## config.mk

```make
export PLATFORM = sky130hd
export DESIGN_NAME = ps2_host_tx
export DESIGN_NICKNAME = d
export VERILOG_FILES = /design/src/rtl/ps2_host_tx.sv
export SDC_FILE = /design/constraint.sdc
export NUM_CORES = 1
export LEC_CHECK = 0
export BUFFER_PORTS_ARGS = -buffer_cell sky130_fd_sc_hd__buf_2
export CORE_MARGIN = 5
export CORE_UTILIZATION = 50
export DETAILED_ROUTE_END_ITERATION = 10
export PLACE_DENSITY = 0.66
export RECOVER_POWER = 50
export SETUP_SLACK_MARGIN = 0.4
export SYNTH_ARGS = -nofsm -noshare
export SYNTH_HDL_FRONTEND = slang
export SYNTH_SLANG_ARGS = --single-unit
export TNS_END_PERCENT = 1
```

## constraint.sdc

```tcl
create_clock -name i_clk -period 5.7 [get_ports i_clk]
set_input_delay 0.285 -clock i_clk [delete_from_list [all_inputs] [get_ports i_clk]]
set_output_delay 0.285 -clock i_clk [all_outputs]
set_load 0.005 [all_outputs]
```

## src/rtl/ps2_host_tx.sv

```systemverilog
// -----------------------------------------------------------------------------
// ps2_host_tx
//   Host-to-device PS/2 transmitter. Sends one command byte (e.g. 0xED set-LEDs,
//   0xFF reset) to a keyboard over the shared open-drain ps2_clk/ps2_data pins.
//   This block only ever pulls a line low; the pad converts *_oe into a pull-down.
//   A receiver sharing the pins should ignore the line while o_busy is high.
//
//   Transfer sequence:
//     IDLE -> INHIBIT (hold clk low) -> REQ (data low = start bit, device clocks
//     data/parity/stop out on its falling edges) -> ACK (device pulls data low
//     on the 11th edge) -> WAIT_IDLE (both lines back high) -> DONE pulse.
//     A missing ACK or an overall timeout produces an ERR pulse instead.
//
// Parameters
//   INHIBIT_CYCLES  clk cycles ps2_clk is held low before the request.
//   TIMEOUT_CYCLES  max clk cycles from the request to the end of the transfer.
//
// Ports
//   i_clk           system clock
//   i_clrn          asynchronous active-low reset
//   i_tx_data[7:0]  command byte, sampled when i_tx_valid & o_tx_ready
//   i_tx_valid      request to send i_tx_data
//   o_tx_ready      high only in IDLE
//   o_busy          high in every state except IDLE
//   o_done          1-cycle pulse: byte sent and ACK seen
//   o_err           1-cycle pulse: no ACK or timeout
//   i_ps2_clk_in    raw ps2_clk pad level (asynchronous)
//   i_ps2_data_in   raw ps2_data pad level (asynchronous)
//   o_ps2_clk_oe    1 = pull ps2_clk low (registered)
//   o_ps2_data_oe   1 = pull ps2_data low (registered)
// -----------------------------------------------------------------------------
module ps2_host_tx #(
  parameter int INHIBIT_CYCLES = 5000,
  parameter int TIMEOUT_CYCLES = 750000
) (
  input  logic       i_clk,
  input  logic       i_clrn,
  input  logic [7:0] i_tx_data,
  input  logic       i_tx_valid,
  output logic       o_tx_ready,
  output logic       o_busy,
  output logic       o_done,
  output logic       o_err,
  input  logic       i_ps2_clk_in,
  input  logic       i_ps2_data_in,
  output logic       o_ps2_clk_oe,
  output logic       o_ps2_data_oe
);

  localparam int CNT_W = $clog2(INHIBIT_CYCLES) + 1;
  localparam int TMO_W = $clog2(TIMEOUT_CYCLES) + 1;

  localparam logic [CNT_W-1:0] CNT_LOAD = CNT_W'(INHIBIT_CYCLES - 1);
  localparam logic [CNT_W-1:0] CNT_ONE  = CNT_W'(1);
  localparam logic [TMO_W-1:0] TMO_LAST = TMO_W'(TIMEOUT_CYCLES - 1);
  localparam logic [TMO_W-1:0] TMO_ONE  = TMO_W'(1);
  localparam logic [TMO_W-1:0] TMO_MAX  = '1;

  typedef enum logic [2:0] {
    S_IDLE,
    S_INHIBIT,
    S_REQ,
    S_ACK,
    S_WAIT_IDLE,
    S_DONE,
    S_ERR
  } state_t;

  state_t           r_state;
  state_t           w_state_next;

  logic [2:0]       r_clk_sync;
  logic [2:0]       r_data_sync;
  logic             w_fe;
  logic             w_clk_lvl;
  logic             w_data_lvl;

  logic [9:0]       r_sh;
  logic [9:0]       w_sh_next;
  logic [CNT_W-1:0] r_cnt;
  logic [CNT_W-1:0] w_cnt_next;
  logic [TMO_W-1:0] r_tmo;
  logic [TMO_W-1:0] w_tmo_next;
  logic [TMO_W-1:0] w_tmo_inc;
  logic             w_tmo_expired;
  logic [3:0]       r_bitn;
  logic [3:0]       w_bitn_next;

  logic             r_clk_oe;
  logic             w_clk_oe_next;
  logic             r_data_oe;
  logic             w_data_oe_next;

  // ---------------------------------------------------------------------------
  // 3-flop synchronisers. Bit 0 is the newest sample. They reset to 1 (idle
  // bus level) so releasing reset never fabricates a falling edge.
  // ---------------------------------------------------------------------------
  always_ff @(posedge i_clk or negedge i_clrn) begin
    if (!i_clrn) begin
      r_clk_sync  <= 3'b111;
      r_data_sync <= 3'b111;
    end else begin
      r_clk_sync  <= {r_clk_sync[1:0], i_ps2_clk_in};
      r_data_sync <= {r_data_sync[1:0], i_ps2_data_in};
    end
  end

  // Older sample high, newer sample low: one-cycle falling-edge pulse.
  assign w_fe       = (r_clk_sync[2:1] == 2'b10);
  assign w_clk_lvl  = r_clk_sync[1];
  assign w_data_lvl = r_data_sync[1];

  // Saturating timeout counter step; it can never wrap back to a small value.
  assign w_tmo_inc     = (r_tmo == TMO_MAX) ? r_tmo : (r_tmo + TMO_ONE);
  assign w_tmo_expired = (r_tmo >= TMO_LAST);

  // ---------------------------------------------------------------------------
  // State and datapath registers
  // ---------------------------------------------------------------------------
  always_ff @(posedge i_clk or negedge i_clrn) begin
    if (!i_clrn) begin
      r_state   <= S_IDLE;
      r_sh      <= '0;
      r_cnt     <= '0;
      r_tmo     <= '0;
      r_bitn    <= '0;
      r_clk_oe  <= 1'b0;
      r_data_oe <= 1'b0;
    end else begin
      r_state   <= w_state_next;
      r_sh      <= w_sh_next;
      r_cnt     <= w_cnt_next;
      r_tmo     <= w_tmo_next;
      r_bitn    <= w_bitn_next;
      r_clk_oe  <= w_clk_oe_next;
      r_data_oe <= w_data_oe_next;
    end
  end

  // ---------------------------------------------------------------------------
  // Next-state and line-drive logic
  // ---------------------------------------------------------------------------
  always_comb begin
    w_state_next   = r_state;
    w_sh_next      = r_sh;
    w_cnt_next     = r_cnt;
    w_tmo_next     = r_tmo;
    w_bitn_next    = r_bitn;
    w_data_oe_next = 1'b0;

    case (r_state)
      S_IDLE: begin
        if (i_tx_valid) begin
          // {stop, odd parity, data}; the start bit is the REQ data pull-down.
          w_sh_next    = {1'b1, ~^i_tx_data, i_tx_data};
          w_cnt_next   = CNT_LOAD;
          w_state_next = S_INHIBIT;
        end
      end

      S_INHIBIT: begin
        if (r_cnt == '0) begin
          w_state_next   = S_REQ;
          w_bitn_next    = '0;
          w_tmo_next     = '0;
          w_data_oe_next = 1'b1;
        end else begin
          w_cnt_next = r_cnt - CNT_ONE;
        end
      end

      S_REQ: begin
        w_tmo_next     = w_tmo_inc;
        w_data_oe_next = r_data_oe;
        if (w_tmo_expired) begin
          w_state_next   = S_ERR;
          w_data_oe_next = 1'b0;
        end else if (w_fe) begin
          // The word is shifted right as it goes out, so sh[0] is always the
          // bit for the current edge (equivalent to indexing with bitn).
          // Shifting in ones keeps the line released once the word is spent.
          w_data_oe_next = ~r_sh[0];
          w_sh_next      = {1'b1, r_sh[9:1]};
          w_bitn_next    = r_bitn + 4'd1;
          if (r_bitn == 4'd9) begin
            w_state_next = S_ACK;
          end
        end
      end

      S_ACK: begin
        w_tmo_next = w_tmo_inc;
        if (w_tmo_expired) begin
          w_state_next = S_ERR;
        end else if (w_fe) begin
          // 11th edge: device holds data low to acknowledge.
          w_state_next = w_data_lvl ? S_ERR : S_WAIT_IDLE;
        end
      end

      S_WAIT_IDLE: begin
        w_tmo_next = w_tmo_inc;
        if (w_tmo_expired) begin
          w_state_next = S_ERR;
        end else if (w_clk_lvl && w_data_lvl) begin
          w_state_next = S_DONE;
        end
      end

      S_DONE: begin
        w_state_next = S_IDLE;
      end

      S_ERR: begin
        w_state_next = S_IDLE;
      end

      default: begin
        w_state_next = S_IDLE;
      end
    endcase

    // clk is only ever pulled during the inhibit window.
    w_clk_oe_next = (w_state_next == S_INHIBIT);
  end

  // ---------------------------------------------------------------------------
  // Outputs
  // ---------------------------------------------------------------------------
  assign o_tx_ready    = (r_state == S_IDLE);
  assign o_busy        = (r_state != S_IDLE);
  assign o_done        = (r_state == S_DONE);
  assign o_err         = (r_state == S_ERR);
  assign o_ps2_clk_oe  = r_clk_oe;
  assign o_ps2_data_oe = r_data_oe;

endmodule

```

==> Yosys cells after proc, flatten, opt, wreduce, memory -nomap -nowiden <==
Index checks and enable logic that the tools add are counted.
{ "classes": {"n_addsub": 3, "magnitude_cmp": 1, "n_eq_ne": 17, "mux": 29, "bitwise": 1, "n_reduce_logical": 14} }
{ "op_table": {"columns": ["operator", "n"], "rows": [
  ["$mux W21", 2],
  ["$pmux W21 S2", 1],
  ["$mux W10", 3],
  ["$mux W14", 2],
  ["$pmux W14 S2", 1],
  ["$mux W3", 9],
  ["$add A21 B1 Y21 const B", 1],
  ["$eq A21 B21 Y1 const B", 1],
  ["$ge A21 B20 Y1 const B", 1],
  ["$pmux W10 S2", 1],
  ["$pmux W3 S5", 1],
  ["$logic_not A14 Y1", 1],
  ["$sub A14 B1 Y14 const B", 1],
  ["$mux W4", 3],
  ["$ne A2 B2 Y1 const B", 6],
  ["$eq A3 B3 Y1 const B", 3],
  ["$pmux W4 S2", 1],
  ["$reduce_and A4 Y1", 2],
  ["$reduce_bool A2 Y1", 4],
  ["$reduce_xnor A8 Y1", 1],
  ["$eq A3 B1 Y1 const B", 2],
  ["$eq A3 B2 Y1 const B", 2],
  ["$reduce_and A3 Y1", 2],
  ["$add A4 B1 Y4 const B", 1],
  ["other kinds (11)", 13]
]} }
{ "totals": {"regBits": 59, "in_bits": 13, "output_inout_bits": 6, "elab_cells": 74} }

==> Depth between registers and ports, before layout <==
Gate-level depths: netlist of run 1.
{ "logic_depth": {"word_depth": 6, "ltp_mapped": 9, "depth_no_buf": 8} }

==> Worst setup path after synthesis of run 1 <==
No wires, ideal clock.
{ "synth_path": {"kind": "reg2reg", "startpoint": "register r_cnt[0]", "endpoint": "register r_tmo[19]", "setup_time_ps": 78, "arrival_time_ps": 2307, "t_required_ps": 5622, "setup_slack_ps": 3315, "path_stages_with_launch": 9, "path_buffers": 0, "period_less_slack_ps": 2385, "path_cell_list": "dfrtp_1 -> inv_1 -> ha_1 -> or4b_1 -> or4_4 -> nand2_4 -> o21ai_4 -> or4_1 -> a21oi_1"} }
{ "synth_between": {"elab_chain_cells": 3} }
{ "synth_rtl": {"columns": ["item", "line_no", "text"], "rows": [
  ["start, declared", "80", "logic [CNT_W-1:0] r_cnt;"],
  ["start signal, assigned", "132", "r_cnt <= w_cnt_next;"],
  ["$logic_not A14 Y1", "162", "if (r_cnt == '0) begin"],
  ["$ne A2 B2 Y1 (no line)", null, null],
  ["$reduce_and A3 Y1 (no line)", null, null],
  ["end signal, assigned", "133", "r_tmo <= w_tmo_next;"],
  ["end, declared", "82", "logic [TMO_W-1:0] r_tmo;"]
]} }
No other way between the ends.
A chain may end at the register's enable or synchronous reset.

==> results of run 1 <==
registers in the layout (all words and copies together), names as in the netlist:
signal and count:
r_tmo 21, r_cnt 14, r_sh 10, r_bitn 4
r_clk_sync 3, r_state 3, r_data_sync 2, o_ps2_clk_oe 1
o_ps2_data_oe 1
per-layer routing:
| metal | vias to the layer above | part of all wire, % | track usage (%) |
|---|---|---|---|
| met5 | - | 0 | 0 |
| met4 | 0 | 1.6 | 7.44 |
| met3 | 13 | 3.9 | 4.70 |
| met2 | 43 | 49 | 31.9 |
| met1 | 1193 | 46 | 23.3 |
| li1 | 1191 | - | - |
logic make-up after synthesis:
family	Yosys count	synth area share [%]
mux	21	7.34
simple gates	137	22.8
compound gates	54	12.0
flops	59	47.0
xor+xnor	26	7.22
buf+inv	16	2.02
fa+ha+maj	4	1.59
worst paths after layout:
| path | from | end | depth (start not counted) |
|---|---|---|---|
| hold / removal | i_ps2_clk_in | r_clk_sync[0]$_DFF_PN1_ | 1 |
| min in group asynchronous | i_clrn | r_tmo[2]$_DFFE_PN0P_ | 2 |
| hold reg to reg | r_data_sync[0]$_DFF_PN1_ | r_data_sync[1]$_DFF_PN1_ | 0 |
| setup / recovery | i_clrn | r_cnt[8]$_DFFE_PN0P_ | 2 |
| max in group i_clk | r_cnt[0]$_DFFE_PN0P_ | r_tmo[8]$_DFFE_PN0P_ | 8 |
| setup reg to reg | r_cnt[0]$_DFFE_PN0P_ | r_tmo[8]$_DFFE_PN0P_ | 8 |
per-stage QoR:
stage | hold slack [ps] | util, % | power, mW
detailed placement | 354 | 53.2 | 0.459
floorplan | -10.6 | - | 0.443
global route | 30.0 | 57.1 | 0.961
CTS | 31.8 | 57.2 | 0.937
finish | 46.1 | 57.1 | 0.925
global placement | 346 | 53.2 | 0.459
final cells by class:
| type | instances | area [um^2] | area share (%) |
|---|---|---|---|
| multi-input cells | 242 | 1610 | 45.1 |
| inverters | 7 | 26.3 | 0.737 |
| well taps | 77 | 96.3 | 2.70 |
| clock buffers | 10 | 138 | 3.86 |
| repair buffers | 20 | 101 | 2.84 |
| flip-flops and latches | 59 | 1480 | 41.6 |
| clock inverters | 6 | 111 | 3.13 |
power groups by stage:
stage                     Sequential [mW]  Clock (mW)  Combinational, mW
after CTS                           0.422       0.485             0.0291
after global routing                0.422       0.506             0.0329
after global placement              0.430           0             0.0288
after floorplan                     0.430           0             0.0132
after detailed placement            0.430           0             0.0290
final                               0.422       0.475             0.0277
cell usage in the layout (no fill, tap or decap), types with 3 or more instances in the layout:
cell and count:
or4_1 5, o31ai_1 4, or4_4 3, dfstp_2 4, mux2i_1 4, mux2_2 17
dfrtp_1 54, buf_2 18, or3_1 5, a21oi_1 14, inv_1 7, nand2_1 31
xor2_1 7, ha_1 4, nand3_1 14, o2111ai_1 3, nor4_1 7, nand2b_1 3
nor3_1 12, nor2_1 33, xnor2_1 19, o21ai_0 10, bufinv_16 3, and2_1 4
o211ai_1 4, a31oi_1 7, clkbuf_8 10, nand4_1 3
==> summary.md, run 1 <==
| Metric | Value |
|---|---|
| Post-Syn Area | `3150 um^2` |
| CTS Hold Buffers Added | `0` |
| Num CTS Buffers | `9` |
| Most frequent cells after synthesis | `dfrtp_1, nor2_1, nand2_1` |
| Power share of the clock group | `51.3%` |
| Cell count after synthesis | `317` |
| Layout area overhead | `13.0%` |
| Critical Path Fanout Max | `59` |
| Setup TNS | `0 ps` |
| Grt ovf | `0` |
| Nets | `356` |
| Antenna violations before repair | `0` |
| Initial Util | `50.5%` |
| Sink Count | `59` |
| Worst Clk Skew | `8.70 ps` |
| CP delay by family, top | `buffers and inverters` |
| Yosys top cell by area | `dfrtp_1` |
| Synth area leaders | `dfrtp_1, mux2_2, xnor2_1, dfstp_2, nor2_1` |
| Placer Congestion | `0.864` |
| Syn avg cell area | `9.95 um^2` |
| Global-route wire length before repair | `11700 um` |
| Crit-path max cell delay | `2180 ps` |
| # fillers | `559` |
| Max Cap Violations | `1` |
| Worst EP arrival | `2590 ps` |
| Failing checks | `capacitance limit, slew limit` |
| H-tree depth | `3` |
| # DRC | `0` |
| Final count of negative-setup-slack endpoints | `0` |
| First-pass detailed-route iteration total | `4` |
| DIE AREA | `8000 um^2` |
| Vias | `2440` |
| Gr usage total | `19.0%` |
| Setup CP Type | `primary input to async pin` |
| Core ar. | `6240 um^2` |
| Iter 0 DRT Violations | `163` |
| Post-CTS setup buffer count | `0` |
| FF-to-FF setup slack | `2980 ps` |
| Vias in the first global route | `2577` |
| Post-synth top area share | `42.8%` |
| Drt via density | `5.80` |
| Antenna cells | `0` |
| Status | `complete, but fails checks` |
| Worst hold path class | `primary input to flip-flop` |
| Synth Register Bits | `59` |
| Worst-margin pin slew | `3120 ps` |
| Worst slew margin | `-108%` |
| DPL Wire Length | `4550 um` |
| Leak | `1.47 nW` |
| RSZ-0062 raised after global routing | `no` |
| F_max | `353 MHz` |
| Ports | `19` |
| Final instance area | `3560 um^2` |
| Die width | `89.4 um` |
| Final Max Tran Viols | `60` |
| Post-layout minimum cycle time | `2830 ps` |
| WP buf/inv | `2` |
| Tcrit/Tclk final | `49.7%` |
| Post-synth ARST share | `100%` |
| Internal power | `0.736 mW` |
| Switching share of power | `20.4%` |
| Bufs on Longest Clock Path | `2` |
| VDD IR max | `0.147 mV` |
| Post-synth cell types | `52` |
| Worst-Skew Late Latency | `340 ps` |
| Startpoint types | `primary input` |
| WL/cell | `15.6 um` |
| Sequential fraction of design power | `45.7%` |
| Largest net degree at the start of global routing | `60` |
| Pre-CTS setup slack | `3020 ps` |
| Syn Nets | `334` |
| CTS clock-pin slew for the worst setup and hold paths | `60 ps` |
| Number of synthesized flops with an enable pin | `0` |
| Fraction of layout cells with a size suffix above 1 | `20.1%` |
| Post_cts resized | `0` |
| Dpl cell area | `3320 um^2` |
| Post-synth top flop | `dfrtp_1` |
| Setup crit end kind | `async pin` |
| Ys Warns | `0` |
| CTS tree | `built` |
| Logic pwr share | `3.0%` |
| Row cnt | `29` |
| Port bufs | `18` |
| Sw power | `0.188 mW` |
| Die span in y | `89.4 um` |
| Sequential share of the synthesized area | `47.0%` |
| Fin worst setup slack | `2870 ps` |
| Root Buffer | `clkbuf_8` |
| Top-count cell post-synth | `dfrtp_1` |
| Crit path required time | `5450 ps` |
| Crit path cell chain | `buf_2, clkbuf_1` |
| Inst Count DP | `405` |
| Power per cell area | `260 nW/um^2` |
| Routed Antenna Nets | `0` |
| WL final | `6570 um` |
| Cell with the largest stage delay on the worst path | `clkbuf_1` |
| Post-Layout Cell Count | `421` |
| Final Hold Fails | `0` |
No activity file was read; power rests on OpenSTA's default activity.
==> inputs of run 2 (changes only) <==
==> constraint.sdc (replaced) <==
create_clock -name i_clk -period 2.75 [get_ports i_clk]
set_input_delay 0.1375 -clock i_clk [delete_from_list [all_inputs] [get_ports i_clk]]
set_output_delay 0.1375 -clock i_clk [all_outputs]
set_load 0.005 [all_outputs]
==> run 2 against run 1 <==
The run now ends clean. Flip-flop and latch count did not move. Routed wire length rose by 2.1%. Total power rose by 100%. Clock-buffer cell count rose by 2. Core utilization rose by 3.5 points. Clock skew fell by 1.6 ps. Clock power rose by 91%. Cell area rose by 6.1%. Worst hold slack improved by 83 ps. Final cell count rose by 5.9%. Non-clock buffer count rose by 25. Largest cell class unchanged.
==> summary.md, run 2 (same netlist as run 1, synthesis figures left out) <==
| Metric | Value |
|---|---|
| Cell with the largest stage delay on the worst path | `or4_1` |
| Commonest cells after routing, fill and taps aside | `dfrtp_1, nor2_1, nand2_1` |
| Port bufs | `18` |
| WL final | `6710 um` |
| VDD IR max | `0.319 mV` |
| Final Max Tran Viols | `0` |
| Worst slew margin | `4.34%` |
| F_max | `411 MHz` |
| Antenna violations before repair | `0` |
| Die span in y | `89.4 um` |
| DIE AREA | `8000 um^2` |
| Multi-input gate area | `1640 um^2` |
| FF+latch area | `1480 um^2` |
| Largest net degree at the start of global routing | `27` |
| Layout area overhead | `19.8%` |
| Internal power | `1.46 mW` |
| Top Registers | `r_tmo: 21 flops, r_cnt: 14 flops, r_sh: 10 flops` |
| First-pass detailed-route iteration total | `4` |
| Power per cell area | `488 nW/um^2` |
| Reg2reg start | `r_cnt[0]$_DFFE_PN0P_` |
| Initial Util | `50.5%` |
| WL/cell | `15.0 um` |
| Worst-margin pin slew | `1430 ps` |
| Vias | `2567` |
| Status | `finished clean` |
| Final Hold Fails | `0` |
| Drt via density | `5.76` |
| Worst EP arrival | `2700 ps` |
| Crit-path max cell delay | `480 ps` |
| Grt ovf | `0` |
| CTS clock-pin slew for the worst setup and hold paths | `70 ps` |
| # DRC | `0` |
| Max reg flops | `21` |
| Antenna cells | `0` |
| Root Buffer | `clkbuf_8` |
| Placer Congestion | `0.808` |
| Min Hold Slack | `129 ps` |
| Reg2Reg Capture Point | `r_tmo[18]$_DFFE_PN0P_` |
| Num CTS Buffers | `9` |
| Leak | `1.57 nW` |
| RSZ-0062 raised after global routing | `yes` |
| Nets | `381` |
| Sw power | `0.385 mW` |
| H-tree depth | `3` |
| Crit path launch | `r_cnt[0]$_DFFE_PN0P_` |
| Fraction of layout cells with a size suffix above 1 | `24.9%` |
| Sequential fraction of design power | `47.5%` |
| Worst-Skew Late Latency | `340 ps` |
| Reg2Reg Depth | `8` |
| Iter 0 DRT Violations | `119` |
| FF-to-FF setup slack | `320 ps` |
| Power share of the clock group | `49.2%` |
| Ports | `19` |
| Setup TNS | `0 ps` |
| Crit path cell chain | `inv_2, ha_4, or4b_4, or4_4, nand2_4, o21ai_4, or4_1, a21oi_1` |
| Largest register by flop count | `r_tmo` |
| Max Cap Violations | `0` |
| Tcrit/Tclk final | `88.4%` |
| Gr usage total | `19.1%` |
| Sink Count | `59` |
| Global-route wire length before repair | `11500 um` |
| Worst hold path class | `primary input to flip-flop` |
| # fillers | `538` |
| Routed Antenna Nets | `0` |
| Post-layout minimum cycle time | `2430 ps` |
| Worst Clk Skew | `7.14 ps` |
| Die width | `89.4 um` |
| CTS tree | `built` |
| Bufs on Longest Clock Path | `2` |
| Switching share of power | `20.9%` |
| Logic pwr share | `3.3%` |
| Stages on the worst setup path | `8` |
| WP buf/inv | `1` |
| Startpoint types | `flip-flop` |
| Crit path required time | `3020 ps` |
| DPL Wire Length | `4660 um` |
| Commonest non-fill, non-tap cell in the layout | `dfrtp_1` |
| Final count of negative-setup-slack endpoints | `0` |
| Critical Path Fanout Max | `5` |
| Setup CP Type | `flip-flop to flip-flop` |
| Core ar. | `6240 um^2` |
| Vias in the first global route | `2458` |
| Crit path to | `r_tmo[18]$_DFFE_PN0P_` |
| CP delay by family, top | `simple AND/OR/NAND/NOR gates` |
| Setup crit end kind | `flip-flop` |
| Row cnt | `29` |
[run 2: cell count changes in the layout (fill, tap and decap cells not counted), moves of 2 or more]
cell and delta:
ha_1 -2, clkbuf_1 +4, dlygate4sd3_1 +3, buf_2 -3, buf_4 +19
[run 2: final cells by class]
type	instances	share of cell area, %
Clock inverter	4	1.92
Timing Repair Buffer	45	8.11
Sequential cell	59	39.2
Inverter	7	0.695
Clock buffer	12	4.10
Tap cell	77	2.55
Multi-Input combinational cell	242	43.4
[run 2: stage by stage]
| step | area, um^2 | power (mW) | util [%] | std cells | setup slack (ps) |
|---|---|---|---|---|---|
| global placement | 3430 | 0.953 | 54.9 | 418 | 307 |
| detailed placement | 3430 | 0.954 | 54.9 | 418 | 236 |
| floorplan | 3150 | 0.919 | - | 317 | 375 |
| global route | 3780 | 1.92 | 60.6 | 446 | 231 |
| finish | 3780 | 1.85 | 60.6 | 446 | 319 |
| CTS | 3760 | 1.87 | 60.2 | 443 | 223 |
[run 2: repair_timing]
action | in CTS | in global routing
hold buffers | 3 | 0
endpoints found under the setup margin | 19 | 31
setup buffers | 6 | 3
pin swaps | 6 | 2
resized for setup | 6 | 2
endpoints found under the hold margin | 21 | 0
[run 2: power groups by stage]
stage               clock [mW]  sequential, mW  combinational, mW
floorplan                    0           0.892             0.0273
global placement             0           0.892             0.0610
detailed placement           0           0.892             0.0617
CTS                      0.930           0.876             0.0651
global route             0.969           0.875             0.0710
finish                   0.908           0.876             0.0618
[run 2: tightest hold or removal path, cell delays in order]
cell and delay, ps:
buf_2 90, nand2_1 120, nand2_1 80
[run 2: how the worst min path moves through the flow]
stage               depth (start not counted)        from                endpoint
global placement                            1      i_clrn    r_tmo[3]$_DFFE_PN0P_
finish                                      3  i_tx_valid    r_cnt[8]$_DFFE_PN0P_
global route                                3  i_tx_valid    r_cnt[8]$_DFFE_PN0P_
CTS                                         3  i_tx_valid    r_cnt[8]$_DFFE_PN0P_
detailed placement                          1      i_clrn    r_tmo[3]$_DFFE_PN0P_
floorplan                                   0      i_clrn  o_ps2_clk_oe$_DFF_PN0_
[run 2: routing by layer]
layer  vias up  global-route usage, %  wire length [um]
li1       1250                      -                 -
met1      1269                   23.6              3090
met2        44                   31.4              3290
met3         4                   5.53               288
met4         0                   7.31                42
met5         -                      0                 0
==> inputs of run 3 (changes only) <==
--- a/config.mk
+++ b/config.mk
@@ -6,6 +6,7 @@
 export NUM_CORES = 1
 export LEC_CHECK = 0
 export BUFFER_PORTS_ARGS = -buffer_cell sky130_fd_sc_hd__buf_2
+export CORE_ASPECT_RATIO = 1.5
 export CORE_MARGIN = 5
 export CORE_UTILIZATION = 50
 export DETAILED_ROUTE_END_ITERATION = 10
==> run 3 against run 2 <==
Flip-flop and latch count is the same. Total power decreased by 5.7%. Clock power is 12% lower. Global-route usage grew 0.43 points. Routed wire length increased by 5.2%. Worst hold slack worse by 51 ps. Critical path depth unchanged. Fmax fell by 0.47%. Sequential share of layout area shrank 0.065 points. Via count grew 0.97%.
==> summary.md, run 3 (same netlist as run 1, synthesis figures left out) <==
| Metric | Value |
|---|---|
| CTS clock-pin slew for the worst setup and hold paths | `80 ps` |
| Final Hold Fails | `0` |
| Vias | `2592` |
| Antenna cells | `0` |
| Post-layout minimum cycle time | `2440 ps` |
| Final Max Tran Viols | `0` |
| Die width | `74.9 um` |
| GRT met3 Usage | `3.83%` |
| Layout area overhead | `20.0%` |
| Vias in the first global route | `2660` |
| Worst-Skew Late Latency | `350 ps` |
| Worst-margin pin slew | `1070 ps` |
| Critical Path Fanout Max | `6` |
| Port bufs | `18` |
| Multi-input gate area | `1660 um^2` |
| Row cnt | `35` |
| Status | `finished clean` |
| Worst slew margin | `28.8%` |
| F_max | `409 MHz` |
| Worst Clk Skew | `11.7 ps` |
| # DRC | `0` |
| Iter 0 DRT Violations | `138` |
| Core ar. | `6130 um^2` |
| Fraction of layout cells with a size suffix above 1 | `27.8%` |
| Setup crit end kind | `flip-flop` |
| # fillers | `547` |
| Routed Antenna Nets | `0` |
| H-tree depth | `3` |
| Ports | `19` |
| Power per cell area | `460 nW/um^2` |
| VDD IR max | `0.361 mV` |
| Startpoint types | `flip-flop` |
| Tcrit/Tclk final | `88.8%` |
| Overall power | `1.74 mW` |
| Top Registers | `r_tmo: 21 flops, r_cnt: 14 flops, r_sh: 10 flops` |
| DPL Wire Length | `5040 um` |
| Leak | `1.58 nW` |
| RSZ-0062 raised after global routing | `yes` |
| Nets | `383` |
| Max Cap Violations | `0` |
| Root Buffer | `clkbuf_8` |
| Largest register by flop count | `r_tmo` |
| Setup CP Type | `flip-flop to flip-flop` |
| Commonest cells after routing, fill and taps aside | `dfrtp_1, nor2_1, nand2_1` |
| Commonest non-fill, non-tap cell in the layout | `dfrtp_1` |
| Drt via density | `5.82` |
| WL final | `7060 um` |
| DIE AREA | `8030 um^2` |
| Largest net degree at the start of global routing | `41` |
| First-pass detailed-route iteration total | `4` |
| FF+latch area | `1480 um^2` |
| Sink Count | `59` |
| GR Layer Usage met2 | `33.9%` |
| Global-route wire length before repair | `12100 um` |
| Met1 GRT Util | `21.9%` |
| CTS tree | `built` |
| Die span in y | `107 um` |
| Most used routing layer | `met2` |
| Placer Congestion | `0.881` |
| Initial Util | `51.4%` |
| Setup TNS | `0 ps` |
| Crit path required time | `3030 ps` |
| Worst EP arrival | `2720 ps` |
| Num CTS Buffers | `9` |
| WL/cell | `15.9 um` |
| Antenna violations before repair | `0` |
| Worst hold path class | `primary input to flip-flop` |
| Final count of negative-setup-slack endpoints | `0` |
| Bufs on Longest Clock Path | `2` |
| Max reg flops | `21` |
| Grt ovf | `0` |
| Gr usage total | `19.5%` |
[run 3: changes by cell type in the layout (fill, tap and decap cells not counted), moves of 2 or more]
cell	change
a21oi_1	-3
a21oi_2	+4
or4_4	+3
or4_1	-3
clkbuf_1	-3
buf_4	+4
inv_6	+2
clkbuf_8	-2
[run 3: final cells by class]
class / count / share of cell area, %
clock buffer: 9 / 3.27
timing repair buffer: 47 / 8.53
sequential: 59 / 39.2
tap: 74 / 2.45
multi-input combinational: 242 / 43.9
clock inverter: 7 / 2.02
inverter: 7 / 0.694
[run 3: through the flow]
| step | cells | instance area (um^2) | hold WS [ps] | worst slack, ps | utilization, % |
|---|---|---|---|---|---|
| floorplan | 317 | 3150 | -158 | 375 | - |
| global placement | 416 | 3430 | 111 | 288 | 56.0 |
| detailed placement | 416 | 3430 | 117 | 221 | 56.0 |
| CTS | 442 | 3740 | 75.4 | 226 | 61.0 |
| global route | 445 | 3790 | 84.3 | 233 | 61.8 |
| finish | 445 | 3790 | 77.5 | 307 | 61.8 |
[run 3: worst max-delay path, cell delays in order (launching register included)]
cell and delay, ps:
dfrtp_1 400, inv_2 90, ha_4 130, or4b_4 450
or4_4 480, nand2_8 100, o21ai_4 80, or4_4 500
a21oi_2 150
[run 3: worst paths after layout]
path	slack [ps]	depth (start not counted)	endpoint	startpoint
setup reg to reg	310	8	r_tmo[7]$_DFFE_PN0P_	r_cnt[0]$_DFFE_PN0P_
hold reg to reg	360	0	r_clk_sync[1]$_DFF_PN1_	r_clk_sync[0]$_DFF_PN1_
hold / removal	80	3	r_cnt[8]$_DFFE_PN0P_	i_tx_valid
max in group asynchronous	680	3	r_tmo[4]$_DFFE_PN0P_	i_clrn
setup / recovery	310	8	r_tmo[7]$_DFFE_PN0P_	r_cnt[0]$_DFFE_PN0P_
min in group asynchronous	490	2	r_sh[2]$_DFFE_PN0P_	i_clrn
[run 3: report_power, final]
| group | switching (mW) | internal, mW |
|---|---|---|
| clock network | 0.379 | 0.424 |
| logic | 0.0349 | 0.0281 |
| registers | 0.00153 | 0.874 |
[run 3: timing repair]
item                                   in CTS  in global routing
pin swaps                                   4                  3
setup endpoints to repair                  15                 31
endpoints found under the hold margin      16                  0
setup buffers                               7                  3
hold buffers                                3                  0
resized for setup                           6                  7
[run 3: layer usage]
layer | vias to the layer above | routed length (um)
met3 | 18 | 278
met1 | 1271 | 2880
met4 | 0 | 222
met5 | - | 0
met2 | 55 | 3680
li1 | 1248 | -
